--- config.mk ---
export PLATFORM = sky130hd
export DESIGN_NAME = decode_stage_flat
export DESIGN_NICKNAME = d
export VERILOG_FILES = /design/src/rtl/decode_stage_pkg.sv /design/src/rtl/decode_stage_if.sv /design/src/rtl/decode_stage_regfile.sv /design/src/rtl/decode_stage.sv /design/src/flat_wrapper.sv
export SDC_FILE = /design/constraint.sdc
export NUM_CORES = 2
export LEC_CHECK = 0
export ABC_AREA = 0
export CORE_ASPECT_RATIO = 1.5
export CORE_MARGIN = 1
export CORE_UTILIZATION = 43
export DETAILED_ROUTE_END_ITERATION = 12
export PLACE_DENSITY = 0.64
export SYNTH_ARGS = -nofsm -noshare
export SYNTH_HDL_FRONTEND = slang
export SYNTH_HIERARCHICAL = 1
export SYNTH_SLANG_ARGS = --single-unit
--- constraint.sdc ---
create_clock -name clk -period 2.3 [get_ports clk]
set_input_delay 0.46 -clock clk [delete_from_list [all_inputs] [get_ports clk]]
set_output_delay 0.46 -clock clk [all_outputs]
set_load 0.05 [all_outputs]
--- src/rtl/decode_stage_pkg.sv ---
// Shared RV32I decode definitions: opcode constants, the ID/EX entry layout
// and the immediate generator used by the decode stage.
package decode_stage_pkg;

   localparam int XLEN_W = 32;
   localparam int REG_AW = 5;

   localparam logic [6:0] OPC_OP     = 7'b0110011;
   localparam logic [6:0] OPC_OP_IMM = 7'b0010011;
   localparam logic [6:0] OPC_LOAD   = 7'b0000011;
   localparam logic [6:0] OPC_STORE  = 7'b0100011;
   localparam logic [6:0] OPC_BRANCH = 7'b1100011;
   localparam logic [6:0] OPC_JAL    = 7'b1101111;
   localparam logic [6:0] OPC_JALR   = 7'b1100111;
   localparam logic [6:0] OPC_LUI    = 7'b0110111;
   localparam logic [6:0] OPC_AUIPC  = 7'b0010111;

   // One ID/EX pipeline entry.
   typedef struct packed {
      logic              valid;
      logic [XLEN_W-1:0] pc;
      logic [XLEN_W-1:0] rs1_val;
      logic [XLEN_W-1:0] rs2_val;
      logic [XLEN_W-1:0] imm;
      logic [REG_AW-1:0] rs1;
      logic [REG_AW-1:0] rs2;
      logic [REG_AW-1:0] rd;
      logic [6:0]        opcode;
      logic [2:0]        funct3;
      logic              funct7b5;
      logic              rd_we;
      logic              mem_re;
      logic              mem_we;
      logic              branch;
      logic              jump;
   } idex_t;

   localparam idex_t IDEX_ZERO = idex_t'({$bits(idex_t){1'b0}});

   // Sign-extended immediate selected by instruction format; unknown opcodes give 0.
   function automatic logic [31:0] imm_gen(input logic [31:0] ir);
      logic [31:0] imm;
      imm = 32'd0;
      case (ir[6:0])
         OPC_OP_IMM, OPC_LOAD, OPC_JALR:
            imm = {{20{ir[31]}}, ir[31:20]};
         OPC_STORE:
            imm = {{20{ir[31]}}, ir[31:25], ir[11:7]};
         OPC_BRANCH:
            imm = {{19{ir[31]}}, ir[31], ir[7], ir[30:25], ir[11:8], 1'b0};
         OPC_LUI, OPC_AUIPC:
            imm = {ir[31:12], 12'd0};
         OPC_JAL:
            imm = {{11{ir[31]}}, ir[31], ir[19:12], ir[20], ir[30:21], 1'b0};
         default:
            imm = 32'd0;
      endcase
      return imm;
   endfunction

endpackage

--- src/rtl/decode_stage_if.sv ---
// Bundle of fetch-side, hazard, write-back and ID/EX signals around the decode stage.
interface decode_stage_if #(parameter int XLEN = 32);

   logic [XLEN-1:0] ir;
   logic [XLEN-1:0] npc;
   logic            flush;
   logic            ex_mem_re;
   logic [4:0]      ex_rd;
   logic            wb_we;
   logic [4:0]      wb_rd;
   logic [XLEN-1:0] wb_data;
   logic            stallF;
   logic            stallD;
   logic            e_valid;
   logic [XLEN-1:0] e_pc;
   logic [XLEN-1:0] e_rs1_val;
   logic [XLEN-1:0] e_rs2_val;
   logic [XLEN-1:0] e_imm;
   logic [4:0]      e_rs1;
   logic [4:0]      e_rs2;
   logic [4:0]      e_rd;
   logic [6:0]      e_opcode;
   logic [2:0]      e_funct3;
   logic            e_funct7b5;
   logic            e_rd_we;
   logic            e_mem_re;
   logic            e_mem_we;
   logic            e_branch;
   logic            e_jump;

   // Surrounding pipeline side: drives the instruction and context, observes decode.
   modport master (
      output ir, npc, flush, ex_mem_re, ex_rd, wb_we, wb_rd, wb_data,
      input  stallF, stallD, e_valid, e_pc, e_rs1_val, e_rs2_val, e_imm,
             e_rs1, e_rs2, e_rd, e_opcode, e_funct3, e_funct7b5,
             e_rd_we, e_mem_re, e_mem_we, e_branch, e_jump
   );

   // Decode stage side.
   modport slave (
      input  ir, npc, flush, ex_mem_re, ex_rd, wb_we, wb_rd, wb_data,
      output stallF, stallD, e_valid, e_pc, e_rs1_val, e_rs2_val, e_imm,
             e_rs1, e_rs2, e_rd, e_opcode, e_funct3, e_funct7b5,
             e_rd_we, e_mem_re, e_mem_we, e_branch, e_jump
   );

endinterface

--- src/rtl/decode_stage_regfile.sv ---
// Integer register file: two asynchronous read ports, one synchronous write
// port with write-through to the readers, x0 hardwired to zero.
module decode_stage_regfile #(
   parameter int XLEN = 32,
   parameter int NREG = 32
) (
   input  logic                    clk,
   input  logic                    reset,
   input  logic [$clog2(NREG)-1:0] ra1,
   output logic [XLEN-1:0]         rd1,
   input  logic [$clog2(NREG)-1:0] ra2,
   output logic [XLEN-1:0]         rd2,
   input  logic                    we,
   input  logic [$clog2(NREG)-1:0] wa,
   input  logic [XLEN-1:0]         wd
);

   localparam int AW = $clog2(NREG);

   logic [XLEN-1:0] regs_q [NREG];
   logic [XLEN-1:0] regs_d [NREG];

   // Next register contents: apply the write unless it targets x0.
   always_comb begin
      regs_d = regs_q;
      if (we && (wa != {AW{1'b0}})) begin
         regs_d[wa] = wd;
      end else begin
         regs_d = regs_q;
      end
   end

   // Register storage with synchronous clear.
   always_ff @(posedge clk) begin
      if (reset) begin
         for (int i = 0; i < NREG; i++) begin
            regs_q[i] <= {XLEN{1'b0}};
         end
      end else begin
         regs_q <= regs_d;
      end
   end

   // Read port 1: x0 reads zero, a same-cycle write is forwarded.
   always_comb begin
      rd1 = {XLEN{1'b0}};
      if (ra1 == {AW{1'b0}}) begin
         rd1 = {XLEN{1'b0}};
      end else if (we && (wa == ra1)) begin
         rd1 = wd;
      end else begin
         rd1 = regs_q[ra1];
      end
   end

   // Read port 2: same behaviour as port 1.
   always_comb begin
      rd2 = {XLEN{1'b0}};
      if (ra2 == {AW{1'b0}}) begin
         rd2 = {XLEN{1'b0}};
      end else if (we && (wa == ra2)) begin
         rd2 = wd;
      end else begin
         rd2 = regs_q[ra2];
      end
   end

endmodule

--- src/rtl/decode_stage.sv ---
// RV32I decode stage: field/immediate/control decode, register read,
// load-use hazard detection and the ID/EX pipeline register.
module decode_stage
   import decode_stage_pkg::*;
#(
   parameter int XLEN = 32,
   parameter int NREG = 32
) (
   input  logic          clk,
   input  logic          reset,
   decode_stage_if.slave dif
);

   logic [6:0]        opcode_s;
   logic [REG_AW-1:0] rs1_s;
   logic [REG_AW-1:0] rs2_s;
   logic [REG_AW-1:0] rd_s;
   logic [XLEN-1:0]   rs1_val_s;
   logic [XLEN-1:0]   rs2_val_s;
   logic              rs1_used_s;
   logic              rs2_used_s;
   logic              hazard_s;
   logic              stall_s;
   logic              issue_s;
   idex_t             dec_s;
   idex_t             idex_d;
   idex_t             idex_q;
   logic              primed_d;
   logic              primed_q;

   assign opcode_s = dif.ir[6:0];
   assign rd_s     = dif.ir[11:7];
   assign rs1_s    = dif.ir[19:15];
   assign rs2_s    = dif.ir[24:20];

   decode_stage_regfile #(
      .XLEN (XLEN),
      .NREG (NREG)
   ) u_regfile (
      .clk   (clk),
      .reset (reset),
      .ra1   (rs1_s),
      .rd1   (rs1_val_s),
      .ra2   (rs2_s),
      .rd2   (rs2_val_s),
      .we    (dif.wb_we),
      .wa    (dif.wb_rd),
      .wd    (dif.wb_data)
   );

   // Decode the instruction in ir into a full ID/EX entry plus operand-use flags.
   always_comb begin
      dec_s          = IDEX_ZERO;
      rs1_used_s     = 1'b0;
      rs2_used_s     = 1'b0;
      dec_s.valid    = 1'b1;
      dec_s.pc       = dif.npc;
      dec_s.rs1_val  = rs1_val_s;
      dec_s.rs2_val  = rs2_val_s;
      dec_s.imm      = imm_gen(dif.ir);
      dec_s.rs1      = rs1_s;
      dec_s.rs2      = rs2_s;
      dec_s.rd       = rd_s;
      dec_s.opcode   = opcode_s;
      dec_s.funct3   = dif.ir[14:12];
      dec_s.funct7b5 = dif.ir[30];
      case (opcode_s)
         OPC_OP: begin
            dec_s.rd_we = 1'b1;
            rs1_used_s  = 1'b1;
            rs2_used_s  = 1'b1;
         end
         OPC_OP_IMM: begin
            dec_s.rd_we = 1'b1;
            rs1_used_s  = 1'b1;
         end
         OPC_LOAD: begin
            dec_s.rd_we  = 1'b1;
            dec_s.mem_re = 1'b1;
            rs1_used_s   = 1'b1;
         end
         OPC_STORE: begin
            dec_s.mem_we = 1'b1;
            rs1_used_s   = 1'b1;
            rs2_used_s   = 1'b1;
         end
         OPC_BRANCH: begin
            dec_s.branch = 1'b1;
            rs1_used_s   = 1'b1;
            rs2_used_s   = 1'b1;
         end
         OPC_JAL: begin
            dec_s.rd_we = 1'b1;
            dec_s.jump  = 1'b1;
         end
         OPC_JALR: begin
            dec_s.rd_we = 1'b1;
            dec_s.jump  = 1'b1;
            rs1_used_s  = 1'b1;
         end
         OPC_LUI, OPC_AUIPC: begin
            dec_s.rd_we = 1'b1;
         end
         default: begin
            // Unknown opcode: valid no-op; rs1 still counts as read.
            rs1_used_s = 1'b1;
         end
      endcase
      if (rd_s == 5'd0) begin
         dec_s.rd_we = 1'b0;
      end else begin
         dec_s.rd_we = dec_s.rd_we;
      end
   end

   // Load-use hazard and stall generation; flush and an unprimed pipe suppress the stall.
   always_comb begin
      hazard_s = primed_q && !reset && dif.ex_mem_re && (dif.ex_rd != 5'd0) &&
                 ((rs1_used_s && (rs1_s == dif.ex_rd)) ||
                  (rs2_used_s && (rs2_s == dif.ex_rd)));
      stall_s  = hazard_s && !dif.flush;
      issue_s  = primed_q && !dif.flush && !hazard_s;
   end

   assign dif.stallF = stall_s;
   assign dif.stallD = stall_s;

   // Next ID/EX entry: the decoded instruction, or a bubble with valid and controls cleared.
   always_comb begin
      idex_d   = dec_s;
      primed_d = 1'b1;
      if (issue_s) begin
         idex_d = dec_s;
      end else begin
         idex_d.valid  = 1'b0;
         idex_d.rd_we  = 1'b0;
         idex_d.mem_re = 1'b0;
         idex_d.mem_we = 1'b0;
         idex_d.branch = 1'b0;
         idex_d.jump   = 1'b0;
      end
   end

   // ID/EX pipeline register and startup flag.
   always_ff @(posedge clk) begin
      if (reset) begin
         idex_q   <= IDEX_ZERO;
         primed_q <= 1'b0;
      end else begin
         idex_q   <= idex_d;
         primed_q <= primed_d;
      end
   end

   assign dif.e_valid    = idex_q.valid;
   assign dif.e_pc       = idex_q.pc;
   assign dif.e_rs1_val  = idex_q.rs1_val;
   assign dif.e_rs2_val  = idex_q.rs2_val;
   assign dif.e_imm      = idex_q.imm;
   assign dif.e_rs1      = idex_q.rs1;
   assign dif.e_rs2      = idex_q.rs2;
   assign dif.e_rd       = idex_q.rd;
   assign dif.e_opcode   = idex_q.opcode;
   assign dif.e_funct3   = idex_q.funct3;
   assign dif.e_funct7b5 = idex_q.funct7b5;
   assign dif.e_rd_we    = idex_q.rd_we;
   assign dif.e_mem_re   = idex_q.mem_re;
   assign dif.e_mem_we   = idex_q.mem_we;
   assign dif.e_branch   = idex_q.branch;
   assign dif.e_jump     = idex_q.jump;

endmodule

--- src/flat_wrapper.sv ---
// flat-port wrapper written by rule: the top's interface ports become plain ports
module decode_stage_flat import decode_stage_pkg::*;
#(
   parameter int XLEN = 32,
   parameter int NREG = 32
)
  (clk, reset, dif_ir, dif_npc, dif_flush, dif_ex_mem_re, dif_ex_rd, dif_wb_we, dif_wb_rd, dif_wb_data, dif_stallF, dif_stallD, dif_e_valid, dif_e_pc, dif_e_rs1_val, dif_e_rs2_val, dif_e_imm, dif_e_rs1, dif_e_rs2, dif_e_rd, dif_e_opcode, dif_e_funct3, dif_e_funct7b5, dif_e_rd_we, dif_e_mem_re, dif_e_mem_we, dif_e_branch, dif_e_jump);
  decode_stage_if #(.XLEN(XLEN)) dif_i ();
  input  logic clk;
  input  logic reset;
  input wire logic [$bits(dif_i.ir)-1:0] dif_ir;
  input wire logic [$bits(dif_i.npc)-1:0] dif_npc;
  input wire logic [$bits(dif_i.flush)-1:0] dif_flush;
  input wire logic [$bits(dif_i.ex_mem_re)-1:0] dif_ex_mem_re;
  input wire logic [$bits(dif_i.ex_rd)-1:0] dif_ex_rd;
  input wire logic [$bits(dif_i.wb_we)-1:0] dif_wb_we;
  input wire logic [$bits(dif_i.wb_rd)-1:0] dif_wb_rd;
  input wire logic [$bits(dif_i.wb_data)-1:0] dif_wb_data;
  output wire logic [$bits(dif_i.stallF)-1:0] dif_stallF;
  output wire logic [$bits(dif_i.stallD)-1:0] dif_stallD;
  output wire logic [$bits(dif_i.e_valid)-1:0] dif_e_valid;
  output wire logic [$bits(dif_i.e_pc)-1:0] dif_e_pc;
  output wire logic [$bits(dif_i.e_rs1_val)-1:0] dif_e_rs1_val;
  output wire logic [$bits(dif_i.e_rs2_val)-1:0] dif_e_rs2_val;
  output wire logic [$bits(dif_i.e_imm)-1:0] dif_e_imm;
  output wire logic [$bits(dif_i.e_rs1)-1:0] dif_e_rs1;
  output wire logic [$bits(dif_i.e_rs2)-1:0] dif_e_rs2;
  output wire logic [$bits(dif_i.e_rd)-1:0] dif_e_rd;
  output wire logic [$bits(dif_i.e_opcode)-1:0] dif_e_opcode;
  output wire logic [$bits(dif_i.e_funct3)-1:0] dif_e_funct3;
  output wire logic [$bits(dif_i.e_funct7b5)-1:0] dif_e_funct7b5;
  output wire logic [$bits(dif_i.e_rd_we)-1:0] dif_e_rd_we;
  output wire logic [$bits(dif_i.e_mem_re)-1:0] dif_e_mem_re;
  output wire logic [$bits(dif_i.e_mem_we)-1:0] dif_e_mem_we;
  output wire logic [$bits(dif_i.e_branch)-1:0] dif_e_branch;
  output wire logic [$bits(dif_i.e_jump)-1:0] dif_e_jump;
  assign dif_i.ir = dif_ir;
  assign dif_i.npc = dif_npc;
  assign dif_i.flush = dif_flush;
  assign dif_i.ex_mem_re = dif_ex_mem_re;
  assign dif_i.ex_rd = dif_ex_rd;
  assign dif_i.wb_we = dif_wb_we;
  assign dif_i.wb_rd = dif_wb_rd;
  assign dif_i.wb_data = dif_wb_data;
  assign dif_stallF = dif_i.stallF;
  assign dif_stallD = dif_i.stallD;
  assign dif_e_valid = dif_i.e_valid;
  assign dif_e_pc = dif_i.e_pc;
  assign dif_e_rs1_val = dif_i.e_rs1_val;
  assign dif_e_rs2_val = dif_i.e_rs2_val;
  assign dif_e_imm = dif_i.e_imm;
  assign dif_e_rs1 = dif_i.e_rs1;
  assign dif_e_rs2 = dif_i.e_rs2;
  assign dif_e_rd = dif_i.e_rd;
  assign dif_e_opcode = dif_i.e_opcode;
  assign dif_e_funct3 = dif_i.e_funct3;
  assign dif_e_funct7b5 = dif_i.e_funct7b5;
  assign dif_e_rd_we = dif_i.e_rd_we;
  assign dif_e_mem_re = dif_i.e_mem_re;
  assign dif_e_mem_we = dif_i.e_mem_we;
  assign dif_e_branch = dif_i.e_branch;
  assign dif_e_jump = dif_i.e_jump;
  decode_stage #(.XLEN(XLEN), .NREG(NREG)) u_core (.clk(clk), .reset(reset), .dif(dif_i));
endmodule
; ---- Word level (Yosys, flattened, before mapping)
; Index checks and enable logic that the tools add are counted.
[classes]
muxes = 21
magnitude_cmp = 4
reduce_logical = 32
eq_ne = 13
bitwise_logic = 4
[op_table]
columns = operator, count
row1 = 1024-bit bitwise mux, 1
row2 = 32-bit binary-select mux with 5-bit select, 2
row3 = 32-bit two-way mux, 7
row4 = 32-bit demux with 5-bit select, 1
row5 = 32-bit one-hot mux with 5 select lines, 1
row6 = "7-bit by 6-bit == test with 1-bit output, second input constant", 3
row7 = "7-bit == test, second input constant", 3
row8 = 5-bit == test, 4
row9 = "6-bit >= comparator, second input constant", 3
row10 = 5-bit inverter with 6-bit output, 3
row11 = 5-bit logical NOT, 3
row12 = "7-bit by 5-bit == test with 1-bit output, second input constant", 2
row13 = 1-bit logical AND, 13
row14 = 3-bit OR reduction, 4
row15 = 5-bit nonzero test, 2
row16 = 2-bit OR reduction, 5
row17 = 1-bit two-way mux, 9
row18 = "7-bit by 2-bit == test with 1-bit output, second input constant", 1
row19 = 7-bit OR reduction, 1
row20 = "6-bit by 1-bit < comparator with 1-bit output, second input constant", 1
row21 = 1-bit logical NOT, 3
row22 = 1-bit logical OR, 1
row23 = 1-bit inverter, 1
[totals]
out_inout_bits = 162
register_bits = 1185
input_bits = 111
word_cells = 123

; ---- Longest topological paths before layout
[depth]
word_depth = 10
mapped_depth = 10
depth_no_buf = 6

; ---- By module
; The synthesis kept the hierarchy.
[by_module_without_submodules]
columns = mod, cells_per_inst, seq_area_each_um2, instances, area_per_inst_um2
row1 = decode_stage_regfile, 6065, 20499.7, 1, 52113.7
row2 = decode_stage, 433, 3223.1, 1, 4793.3

; ---- Least setup slack after synthesis
; Ideal clock, no wire load.
[synth_path]
path_kind = input -> output
start = in dif_ir[2]
end = out dif_stallF
path_slack_ps = -436
stages = 7
t_arrival_ps = 2276
required_time_ps = 1840
n_path_buf = 2
cell_sequence = buf_2 > and4bb_1 > nand3_1 > or4_1 > o21ai_2 > and2_1 > buf_4
[synth_between]
elab_chain_cells = 7
elab_cells_between_ends = 15
cone_classes = eq/ne (6) / mux (2) / reduce/logical (7)
[synth_lines]
columns = item, line_no
row1 = "start, declared", flat_wrapper.sv:11  ; input wire logic [$bits(dif_i.ir)-1:0] dif_ir;
row2 = 7-bit by 6-bit == test with 1-bit output (tied with other cells), decode_stage.sv:67  ; case (opcode_s)
row3 = 3-bit OR reduction (no source line), --
row4 = 1-bit two-way mux, decode_stage.sv:67
row5 = "1-bit logical AND, on equally long branches", "decode_stage.sv:119, decode_stage.sv:120"
row6 = 1-bit logical OR (*), decode_stage.sv:119  ; ((rs1_used_s && (rs1_s == dif.ex_rd)) ||
row7 = 1-bit logical AND (*), decode_stage.sv:118  ; hazard_s = primed_q && !reset && dif.ex_mem_re && (dif.ex_rd != 5'd0) &&
row8 = 1-bit logical AND (*), decode_stage.sv:121  ; stall_s = hazard_s && !dif.flush;
row9 = "end, declared", flat_wrapper.sv:19  ; output wire logic [$bits(dif_i.stallF)-1:0] dif_stallF;
; Mark *: on every way between the ends. The rest lies on a longest branch, timed or not.

; ---- Worst setup path after layout
[layout_path]
start = reg u_core.primed_q
end = out dif_stallD
[layout_between]
elab_chain_cells = 5
[layout_lines]
columns = item, line_no
row1 = "start, declared", decode_stage.sv:29  ; logic primed_q;
row2 = "start signal, assigned", decode_stage.sv:151  ; primed_q <= primed_d;
row3 = 1-bit logical AND (4 in series), decode_stage.sv:118
row4 = 1-bit logical AND, decode_stage.sv:121
row5 = "end, declared", flat_wrapper.sv:20  ; output wire logic [$bits(dif_i.stallD)-1:0] dif_stallD;
; No other way between the ends.

==> metrics <==
# rows=163; Core ar.=0.131 mm^2; first-pass GRT wire length=345 mm; GPL Wtd Cong=0.991; Max Cap Violations=0; final worst slack=-0.469 ns; hold path startpoint=reset; Reg2Reg Capture Point=u_core/dif.e_rs2_val[23]; WL per Instance=27.4 um; largest net degree at the start of global routing=236; area of the die=0.134 mm^2; # hold bufs at CTS=0; met2 GRT Util=55.4%; Synth Register Bits=1185; hold path depth=3; number of flops mapped to enable cells by yosys=0; clock root buffer=clkbuf_16; DRT iter0 DRCs=6834; Die Height=448 um; crit end category=output pin; Worst IR Drop VDD=0.685 mV; die width=299 um; Total Routing Usage GR=34.8%; H-tree Lvls=3; Synth-to-Final Area Change=24.1%; worst hold path class=in -> reg; # IOs=273; vias in the first global route=52.2k; Initial Util=43.3%; drt drc=0; final critical-path share of the clock period=120%; register area=0.0237 mm^2; Reg clk slew, reported paths=0.07 ns; Final Setup Violations=2; grt peak-use layer=met2; Num CTS Buffers=112; TritonRoute pass-1 iters=6; CTS tree=done; worst-case reg-to-reg path depth=6; Synth warnings=6; Fillers=11.8k; Tmin final=2.77 ns; Netlist cell types=65; worst r2r src=u_core/u_regfile/regs_q[439]; DP Cell Count=8521; Clock Path Buffers=3; half-perimeter wire length after placement=161 mm; Required @ worst endpoint=1.84 ns; Port Buf Inserts=272; LEAKAGE=25.2 nW; GR Overflow Total=0; actual slew at the worst max-slew pin=1.28 ns; normalized max-slew margin=14.8%; critical path fanouts, max=3; Clock Skews=0.0343 ns; ANT nets after route=0; Finished Layout Cells=8734; RSZ-0062 raised after global routing=true; top cells by area, synth=dfxtp_1, mux4_2, nand2_1, a21oi_1, mux2i_1; Worst Hold Path EP=u_core/primed_q; Worst Path Class, Setup=reg -> out; Max Transition Viols Final=0; syn nets=6609; vias per cell=6.21; Final nets=7015; Startpoint Class=register; Syn Area/Cell=8.76 um^2; area fraction of the dominant cell type after synthesis=41.7%; antenna violations before repair=9; Post-Syn Area=0.0569 mm^2; ys flop type=dfxtp_1; proportion of layout cells with a drive suffix above 1=19.8%; clk_lat worst skew=0.78 ns; Multi-input gate area=0.0306 mm^2; Final Hold Viols=0; asr flop ratio synth=0%; met3 Usage GRT=8.07%; Fmax=361 MHz; final WL=240 mm; Synth area leader=dfxtp_1; failing checks=setup timing; status=complete, but fails checks; Sink Count=1185; pre-CTS setup slack=-0.525 ns; PwrDens=656 mW/mm^2; Vias=54.3k; total power=46.3 mW; GR Util met1=40.6%; reg2reg setup slack=0.26 ns; Mapped Cells=6498; post-synthesis sequential area ratio=41.7%; Worst Path Arrival=2.31 ns
## metal layers
layer | wire, um | share of wire, % | vias up
met5 | 37 | 0.015 | -
met2 | 109000 | 46 | 3705
li1 | - | - | 23400
met1 | 82800 | 35 | 26100
met3 | 27000 | 11 | 1055
met4 | 20600 | 8.6 | 6
## how the worst max path moves through the flow
stage                         start         end  cells past startpoint
floorplan                 dif_ir[2]  dif_stallF                      7
global placement         dif_ir[23]  dif_stallD                      8
detailed placement       dif_ir[23]  dif_stallD                      8
CTS                 u_core/primed_q  dif_stallD                      5
global route        u_core/primed_q  dif_stallD                      5
finish              u_core/primed_q  dif_stallD                      5
## timing repair
| action | in CTS | in global routing |
|---|---|---|
| buffers inserted | 1 | 0 |
| resized for setup | 180 | 7 |
| pin swaps | 4 | 3 |
| setup endpoints to repair | 159 | 5 |
## cell families (layout without fill, tap and decap cells)
| logic type | Yosys count | after routing | share of synthesized area [%] |
|---|---|---|---|
| other | 0 | 5 | 0 |
| flip-flops | 1185 | 1185 | 41.7 |
| AND/OR/NAND/NOR | 2469 | 2469 | 17.5 |
| buffers and inverters | 675 | 1174 | 5.19 |
| AO/OA/AOI/OAI | 1494 | 1494 | 15.0 |
| multiplexers | 654 | 654 | 20.3 |
| XOR/XNOR | 21 | 21 | 0.323 |
## cells in the final DEF (no fill, tap or decap), types with 112 or more instances in the layout
cell           instances
a21oi_1             1073
a22oi_1              146
buf_12               204
buf_4                491
clkbuf_16            112
dfxtp_1             1184
dlygate4sd2_1        148
mux2i_1              250
mux4_2               400
nand2_1             2120
nor2b_1              160
## critical path, cell delays in order, from the launching register on
cell       delay (ns)
dfxtp_2          0.36
o2111ai_2        0.11
or4_4            0.58
o21ai_4          0.16
and2_4           0.20
buf_12           0.14
## power by group
| part | internal [mW] | switching, mW | total, mW |
|---|---|---|---|
| clock network | 11.3 | 8.66 | 20.0 |
| registers | 20.8 | 0.177 | 20.9 |
| logic | 2.05 | 3.33 | 5.38 |
## sequential cells by signal, summed over array words and instances (netlist names)
signal                   flops
u_core/dif.e_mem_we          1
u_core/dif.e_valid           1
u_core/dif.e_pc             32
u_core/dif.e_rs2             5
u_core/dif.e_rs1             5
u_core/dif.e_funct3          3
u_core/dif.e_rs2_val        32
u_core/dif.e_mem_re          1
u_core/dif.e_branch          1
u_core/primed_q              1
u_core/dif.e_rd              5
u_core/dif.e_rs1_val        32
u_core/dif.e_funct7b5        1
u_core/dif.e_imm            32
u_core/u_regfile/regs_q   1024
u_core/dif.e_opcode          7
u_core/dif.e_jump            1
u_core/dif.e_rd_we           1
## cells in the mapped netlist (all sizes together), types with 17 or more instances
| library cell | number |
|---|---|
| nor2 | 55 |
| nor2b | 163 |
| mux2i | 250 |
| buf | 164 |
| a21oi | 1073 |
| nand2 | 2135 |
| a221o | 17 |
| clkbuf | 504 |
| dfxtp | 1185 |
| a22o | 18 |
| a221oi | 41 |
| nor3 | 18 |
| xnor2 | 18 |
| nand3 | 23 |
| mux4 | 400 |
| o21ai | 67 |
| and2 | 20 |
| o22ai | 40 |
| o22a | 20 |
| a22oi | 146 |
## final cells by class
class,instances,share of cell area (%)
inverters,7,0.0372
well taps,1732,3.07
clock buffers,154,4.48
flip-flops and latches,1185,33.6
multi-input cells,4638,43.3
diodes,5,0.0177
repair buffers,960,14.5
clock inverters,53,1.01
## per-stage QoR
stage | setup TNS (ns) | cell area (um^2) | hold slack (ns) | util, %
after CTS | -0.966 | 70600 | 0.0359 | 53.8
after detailed placement | -213.43 | 66900 | 0.457 | 50.9
after global routing | -1.06 | 70600 | 0.0535 | 53.8
final | -0.937 | 70600 | 0.0698 | 53.8
after floorplan | -0.125 | 56900 | 0.443 | -
after global placement | -187.27 | 66900 | 0.449 | 50.9
(Power assumes the default switching activity.)
